<file path="config.mk">
export PLATFORM = sky130hd
export DESIGN_NAME = rr_arb_ctrl
export DESIGN_NICKNAME = d
export VERILOG_FILES = /design/src/rtl/rr_arb_ctrl.sv
export SDC_FILE = /design/constraint.sdc
export NUM_CORES = 1
export LEC_CHECK = 0
export BUFFER_PORTS_ARGS = -buffer_cell sky130_fd_sc_hd__clkbuf_2
export CORE_MARGIN = 2
export CORE_UTILIZATION = 52
export CTS_CLUSTER_DIAMETER = 40
export DETAILED_ROUTE_END_ITERATION = 12
export PLACE_DENSITY = 0.84
export SLEW_MARGIN = 0
export SYNTH_ARGS = -nofsm -noshare
export SYNTH_HDL_FRONTEND = slang
export SYNTH_SLANG_ARGS = --single-unit
</file>
<file path="constraint.sdc">
create_clock -name clk -period 2.3 [get_ports clk]
set_clock_uncertainty 0.05 [all_clocks]
set_input_delay 0.46 -clock clk [delete_from_list [all_inputs] [get_ports clk]]
set_output_delay 0.46 -clock clk [all_outputs]
set_load 0.02 [all_outputs]
</file>
<file path="src/rtl/rr_arb_ctrl.sv">
// rr_arb_ctrl: round-robin arbiter with one-hot registered grant, hold limit and rotating priority
module rr_arb_ctrl #(
  parameter int N = 4,
  parameter int MAX_HOLD = 4,
  localparam int IDW = $clog2(N)
) (
  input  logic           clk,
  input  logic           rst,
  input  logic [N-1:0]   request,
  output logic [N-1:0]   grant,
  output logic [IDW-1:0] grant_id,
  output logic           busy,
  output logic           timeout
);
  localparam int CW = (MAX_HOLD == 0) ? 1 : $clog2(MAX_HOLD + 1);
  typedef enum logic {IDLE, GRANT} state_t;
  state_t state, state_n;
  logic [N-1:0] grant_n;
  logic [IDW-1:0] id_n, ptr, ptr_n, win, nxt;
  logic [CW-1:0] hold_cnt, cnt_n;
  logic to_n, found;
  int idx;
  always_comb begin
    win = '0;
    found = 1'b0;
    idx = 0;
    for (int k = 0; k < N; k++) begin
      idx = (int'(ptr) + k) % N;
      if (!found && request[IDW'(idx)]) begin
        win = IDW'(idx);
        found = 1'b1;
      end
    end
  end
  always_comb begin
    state_n = state;
    grant_n = grant;
    id_n = grant_id;
    ptr_n = ptr;
    cnt_n = hold_cnt;
    to_n = 1'b0;
    nxt = (grant_id == IDW'(N - 1)) ? '0 : grant_id + 1'b1;
    if (state == IDLE) begin
      if (found) begin
        state_n = GRANT;
        grant_n = N'(1) << win;
        id_n = win;
        cnt_n = CW'(1);
      end
    end else if (!request[grant_id]) begin
      state_n = IDLE;
      grant_n = '0;
      ptr_n = nxt;
    end else if (MAX_HOLD != 0 && hold_cnt == CW'(MAX_HOLD)) begin
      state_n = IDLE;
      grant_n = '0;
      ptr_n = nxt;
      to_n = 1'b1;
    end else begin
      cnt_n = (&hold_cnt) ? hold_cnt : hold_cnt + 1'b1;
    end
  end
  always_ff @(posedge clk) begin
    if (rst) begin
      state <= IDLE;
      grant <= '0;
      grant_id <= '0;
      ptr <= '0;
      hold_cnt <= '0;
      timeout <= 1'b0;
      busy <= 1'b0;
    end else begin
      state <= state_n;
      grant <= grant_n;
      grant_id <= id_n;
      ptr <= ptr_n;
      hold_cnt <= cnt_n;
      timeout <= to_n;
      busy <= |grant_n;
    end
  end
endmodule

</file>
# Word-level counts from Yosys, hierarchy flattened
# Cells that the tools add are included.
# word_totals
register_bits,14
output_inout_bits,8
word_cells,78
# op_classes
n_addsub,5
n_lt_le_gt_ge,5
n_eq_ne,6
shifts,1
mux,39
bitwise_logic,2
reduce_logical,13
# op_table
cell,n
1-bit 2-to-1 mux,18
2-bit by 4-bit < comparator with 1-bit output (second input constant),4
4-bit 2-to-1 mux,4
3-bit 2-to-1 mux,5
2-bit 2-to-1 mux,7
1-bit binary-select mux with 2-bit select,5
2-bit by 1-bit adder with 2-bit output (second input constant),2
2-bit adder (second input constant),2
2-bit by 1-bit inequality test with 1-bit output (second input constant),2
2-bit inequality test (second input constant),2
2-bit AND reduction,2
4-bit AND reduction,1
4-bit OR reduction,1
1-bit by 2-bit left shift with 4-bit output (first input constant),1
3-bit by 1-bit adder with 3-bit output (second input constant),1
3-bit == test (second input constant),1
1-bit logical AND,3
1-bit logical NOT,3
2-bit by 3-bit < comparator with 1-bit output (second input constant),1
3-bit AND reduction,1
3-bit OR reduction,1
2-bit == test (second input constant),1
1-bit inverter,2
2-bit nonzero test,1

# Longest topological paths before layout
# logic_depth
word_depth,17
depth_mapped,6
depth_no_buf,6

# Worst setup path before layout
# OpenSTA, ideal clock, no wires.
# synth_path
kind,in2reg
from,in request[1]
to,reg busy
setup_ns,0.138
t_arrival_ns,1.626
t_required_ns,2.112
setup_slack_ns,0.486
stages,5
path_buffers,1
path_cell_list,buf_2 mux4_2 and3_1 a211oi_2 a41oi_1
# synth_between
elab_chain_len,17
word_cells_on_any_way,33
cone_classes,shift: 1; mux: 25; reduce/logical: 7
# synth_rtl
item,line,source
"start, declared",9,"input logic [N-1:0] request,"
1-bit binary-select mux with 2-bit select,29,if (!found && request[IDW'(idx)]) begin
1-bit 2-to-1 mux (not written as such) (2 in series),29,
1-bit 2-to-1 mux,29,
1-bit logical NOT,29,
1-bit logical AND,29,
1-bit 2-to-1 mux,29,
1-bit logical NOT,29,
1-bit logical AND,29,
1-bit 2-to-1 mux,29,
1-bit logical NOT,29,
1-bit logical AND,29,
2-bit 2-to-1 mux,29,
1-bit by 2-bit left shift with 4-bit output,46,grant_n = N'(1) << win;
4-bit 2-to-1 mux,44,if (found) begin
4-bit 2-to-1 mux (*),43,if (state == IDLE) begin
4-bit OR reduction (*),79,busy <= |grant_n;
"end signal, assigned",79,
"end, declared",12,"output logic busy,"
# Mark *: on every way between the ends. The rest lies on a longest branch, timed or not. The select of a mux whose other input is x is not followed.
# A chain may end at the register's enable or synchronous reset.

# Worst setup path in the final report
# layout_path
from,reg grant_id[0]
to,reg busy
# layout_between
elab_chain_len,5
# layout_rtl
item,line,source
"start, declared",11,"output logic [IDW-1:0] grant_id,"
"start signal, assigned",75,grant_id <= id_n;
1-bit binary-select mux with 2-bit select,50,end else if (!request[grant_id]) begin
1-bit 2-to-1 mux (not written as such),50,
4-bit 2-to-1 mux,50,
4-bit 2-to-1 mux,43,
4-bit OR reduction,79,
# No other way between the ends. The select of a mux whose other input is x is not followed.

==> impl_metrics.py <==
metrics = {
    "grt": {
        "grt_overflow_total": 0,
        "grt_max_degree": 15,
        "grt_usage": 0.195,
        "grt_pass1_vias": 669,
        "grt_first_pass_wirelength_mm": 2.76,
        "grt_antenna_before_repair": 0,
    },
    "cells_and_area": {
        "drive_gt1_frac": 0.206,
        "diodes": 0,
        "fill_cells": 141,
        "area_growth_pct": 12.0,
        "nNetsFinal": 118,
    },
    "min_path": {
        "hold_end": "grant[1]$_SDFF_PP0_",
        "hp-start": "grant[1]$_SDFF_PP0_",
        "whs_path_depth": 2,
        "min_path_type": "reg -> reg",
    },
    "logic_synthesis": {
        "ys_seq_area_frac": 0.348,
        "async_flop_share": 0,
        "post-synth-top-count-cell": "dfxtp_1",
        "synth_enable_flop_cells": 0,
        "synth_seq_cells": 14,
        "synthCells": 95,
        "syn_area_per_cell_um2": 8.48,
        "yosys_warnings": 0,
        "synth_top_area_frac": 0.348,
        "synth_area_leader_cell": "dfxtp_1",
        "syn_area_um2": 806,
        "synth.distinct_cells": 36,
        "yosys-top-cells-area": "dfxtp_1 (35%), a21oi_1 (7.5%), ha_1 (6.2%)",
        "synth_common_cells": "dfxtp_1 (14), a21oi_1 (12), nand2_1 (7), nor2_1 (7), nand3_1 (5)",
        "synth_nets": 105,
        "dominantRegCellSynth": "dfxtp_1",
    },
    "clock_tree": {
        "cts_buffers": 3,
        "clock_path_buffers": 2,
        "clock_sinks": 14,
        "postCtsResizedCells": 0,
        "path_clk_slew_ps": 90,
        "root_buffer": "clkbuf_4",
        "cts_setup_buffers": 0,
        "cts_tree": "built",
        "htree_num_levels": 1,
        "clk_latency_ps": 280,
        "holdBufCountCts": 0,
    },
    "sta": {
        "slew_headroom": 0.720,
        "max_freq_mhz": 559,
        "setup_viol": 0,
        "worstMarginPinSlew_ps": 420,
        "hold_violations": 0,
        "period_needed_ps": 1790,
        "rsz0062_at_grt": "no",
        "slew_viol_final": 0,
        "period_share": 0.777,
        "tns_ps": 0,
    },
    "die": {
        "die_x_um": 43.4,
        "row_count": 14,
        "ios": 14,
        "die_area_um2": 1880,
        "core_area_um2": 1470,
        "die_y_um": 43.4,
        "start_util": 0.548,
    },
    "setup_path": {
        "cp-start-kind": "flip-flop",
        "arrival_ps": 1880,
        "reg2reg_depth": 4,
        "critPathKind": "reg -> reg",
        "cp-end-kind": "flip-flop",
        "worstPathRequired_ps": 2390,
        "reg2reg_to": "busy$_SDFF_PP0_",
        "crit_path_start": "grant_id[0]$_SDFFE_PP0P_",
        "crit_fanout": 6,
        "r2r_start": "grant_id[0]$_SDFFE_PP0P_",
        "r2r_setup_slack_ps": 510,
    },
    "pwr": {
        "sw_frac_of_total": 0.295,
        "power.total_uw": 568,
        "max-vdd-ir-drop_uv": 402,
        "power_frac_comb": 0.203,
        "p_clk_frac": 0.313,
        "p_per_area_nw_per_um2": 629,
        "netSwitchingPower_uw": 168,
        "intPower_uw": 400,
        "leakagePower_uw": 0.000372,
        "seq_power_share": 0.483,
    },
    "detailed_routing": {
        "postRouteAntennaNets": 0,
        "drc": 0,
        "dr_total_vias": 790,
        "via_per_inst": 6.42,
        "wl_per_cell_um": 13.3,
        "dr.max_layer_used": "met4",
        "met1_length_um": 717,
        "drtPass1Iterations": 4,
        "drt_wl_total_mm": 1.64,
        "route.met3.wl_um": 116,
        "drt-initial-drc-count": 23,
        "wl_met2_um": 781,
    },
    "placement": {
        "portBuffers": 13,
        "place_congestion": 0.817,
        "dp_hpwl_mm": 1.17,
    },
    "outcome": {
        "status": "completed",
    },
    "flow_run": {
        "maxCapViolCount": 0,
    },
}
==> power by group through the flow <==
| stage | logic, uW | clock network, uW | registers, uW |
|---|---|---|---|
| after floorplan | 80.9 | 0 | 285 |
| after global placement | 111 | 0 | 279 |
| after detailed placement | 114 | 0 | 280 |
| after CTS | 115 | 182 | 274 |
| after global routing | 126 | 194 | 277 |
| final | 115 | 178 | 274 |
==> routing by layer <==
layer / vias to the layer above / GRT usage
met4: 0 / 0.109
met2: 40 / 0.301
li1: 375 / -
met1: 369 / 0.247
met5: - / 0
met3: 6 / 0.0500
==> cells in the final DEF, fill, tap and decap left out, drive strengths merged <==
cell,Yosys,final
or2,1,1
o21a,1,1
clkinv,1,1
clkbuf,3,17
o22ai,1,1
buf,3,1
a21boi,2,2
nand3,5,5
inv,3,3
dfxtp,14,14
nor4b,1,1
a21oi,13,13
o31ai,1,1
nor3,2,2
ha,4,4
nor2b,2,2
a221o,1,1
mux2i,2,2
o21ai,2,2
a211oi,3,3
o221ai,2,2
nor2,7,7
nand2,7,7
and3,2,2
and3b,1,1
nand3b,2,2
nand2b,2,2
o2111ai,2,2
a22o,1,1
o311a,1,1
nor4,1,1
a41oi,1,1
mux4,1,1
==> sequential cells by signal (all words and copies together) (netlist names) <==
name / cells
grant: 4
hold_cnt: 3
grant_id: 2
ptr: 2
busy: 1
state: 1
timeout: 1
==> worst max-delay path by stage <==
stage / end / cells past startpoint
after global routing: hold_cnt[0]$_SDFFE_PP0P_ / 6
after floorplan: busy$_SDFF_PP0_ / 5
after global placement: busy$_SDFF_PP0_ / 5
after detailed placement: busy$_SDFF_PP0_ / 5
after CTS: busy$_SDFF_PP0_ / 4
final: busy$_SDFF_PP0_ / 4
==> logic make-up (layout without fill, tap and decap cells) <==
logic type | count (synthesis) | in the layout | synth area share
AOI/OAI and AO/OA | 31 | 31 | 0.267
adders and majority gates | 4 | 4 | 0.0621
buffers and inverters | 10 | 22 | 0.0590
DFF | 14 | 14 | 0.348
muxes | 3 | 3 | 0.0528
and+or+nand+nor | 33 | 33 | 0.211
==> critical path, stage by stage (launching register included) <==
cell      delay (ps)
dfxtp_1          430
mux4_2           590
and3_1           210
a211oi_2         240
a41oi_1          140
==> layout make-up <==
class / count / area, um2 / area share
Multi-Input combinational cell: 71 / 478 / 0.530
Sequential cell: 14 / 280 / 0.311
Timing Repair Buffer: 14 / 72.6 / 0.0804
Clock buffer: 4 / 36.3 / 0.0402
Tap cell: 16 / 20.0 / 0.0222
Inverter: 4 / 15.0 / 0.0166
==> through the flow <==
step	worst slack, ps	cells	utilization	hold slack [ps]	area (um2)
floorplan	486	95	-	412	806
global placement	413	119	0.588	409	866
detailed placement	364	119	0.588	413	866
CTS	523	123	0.613	428	902
global route	435	123	0.613	463	902
finish	512	123	0.613	426	902
(Power assumes the default switching activity.)
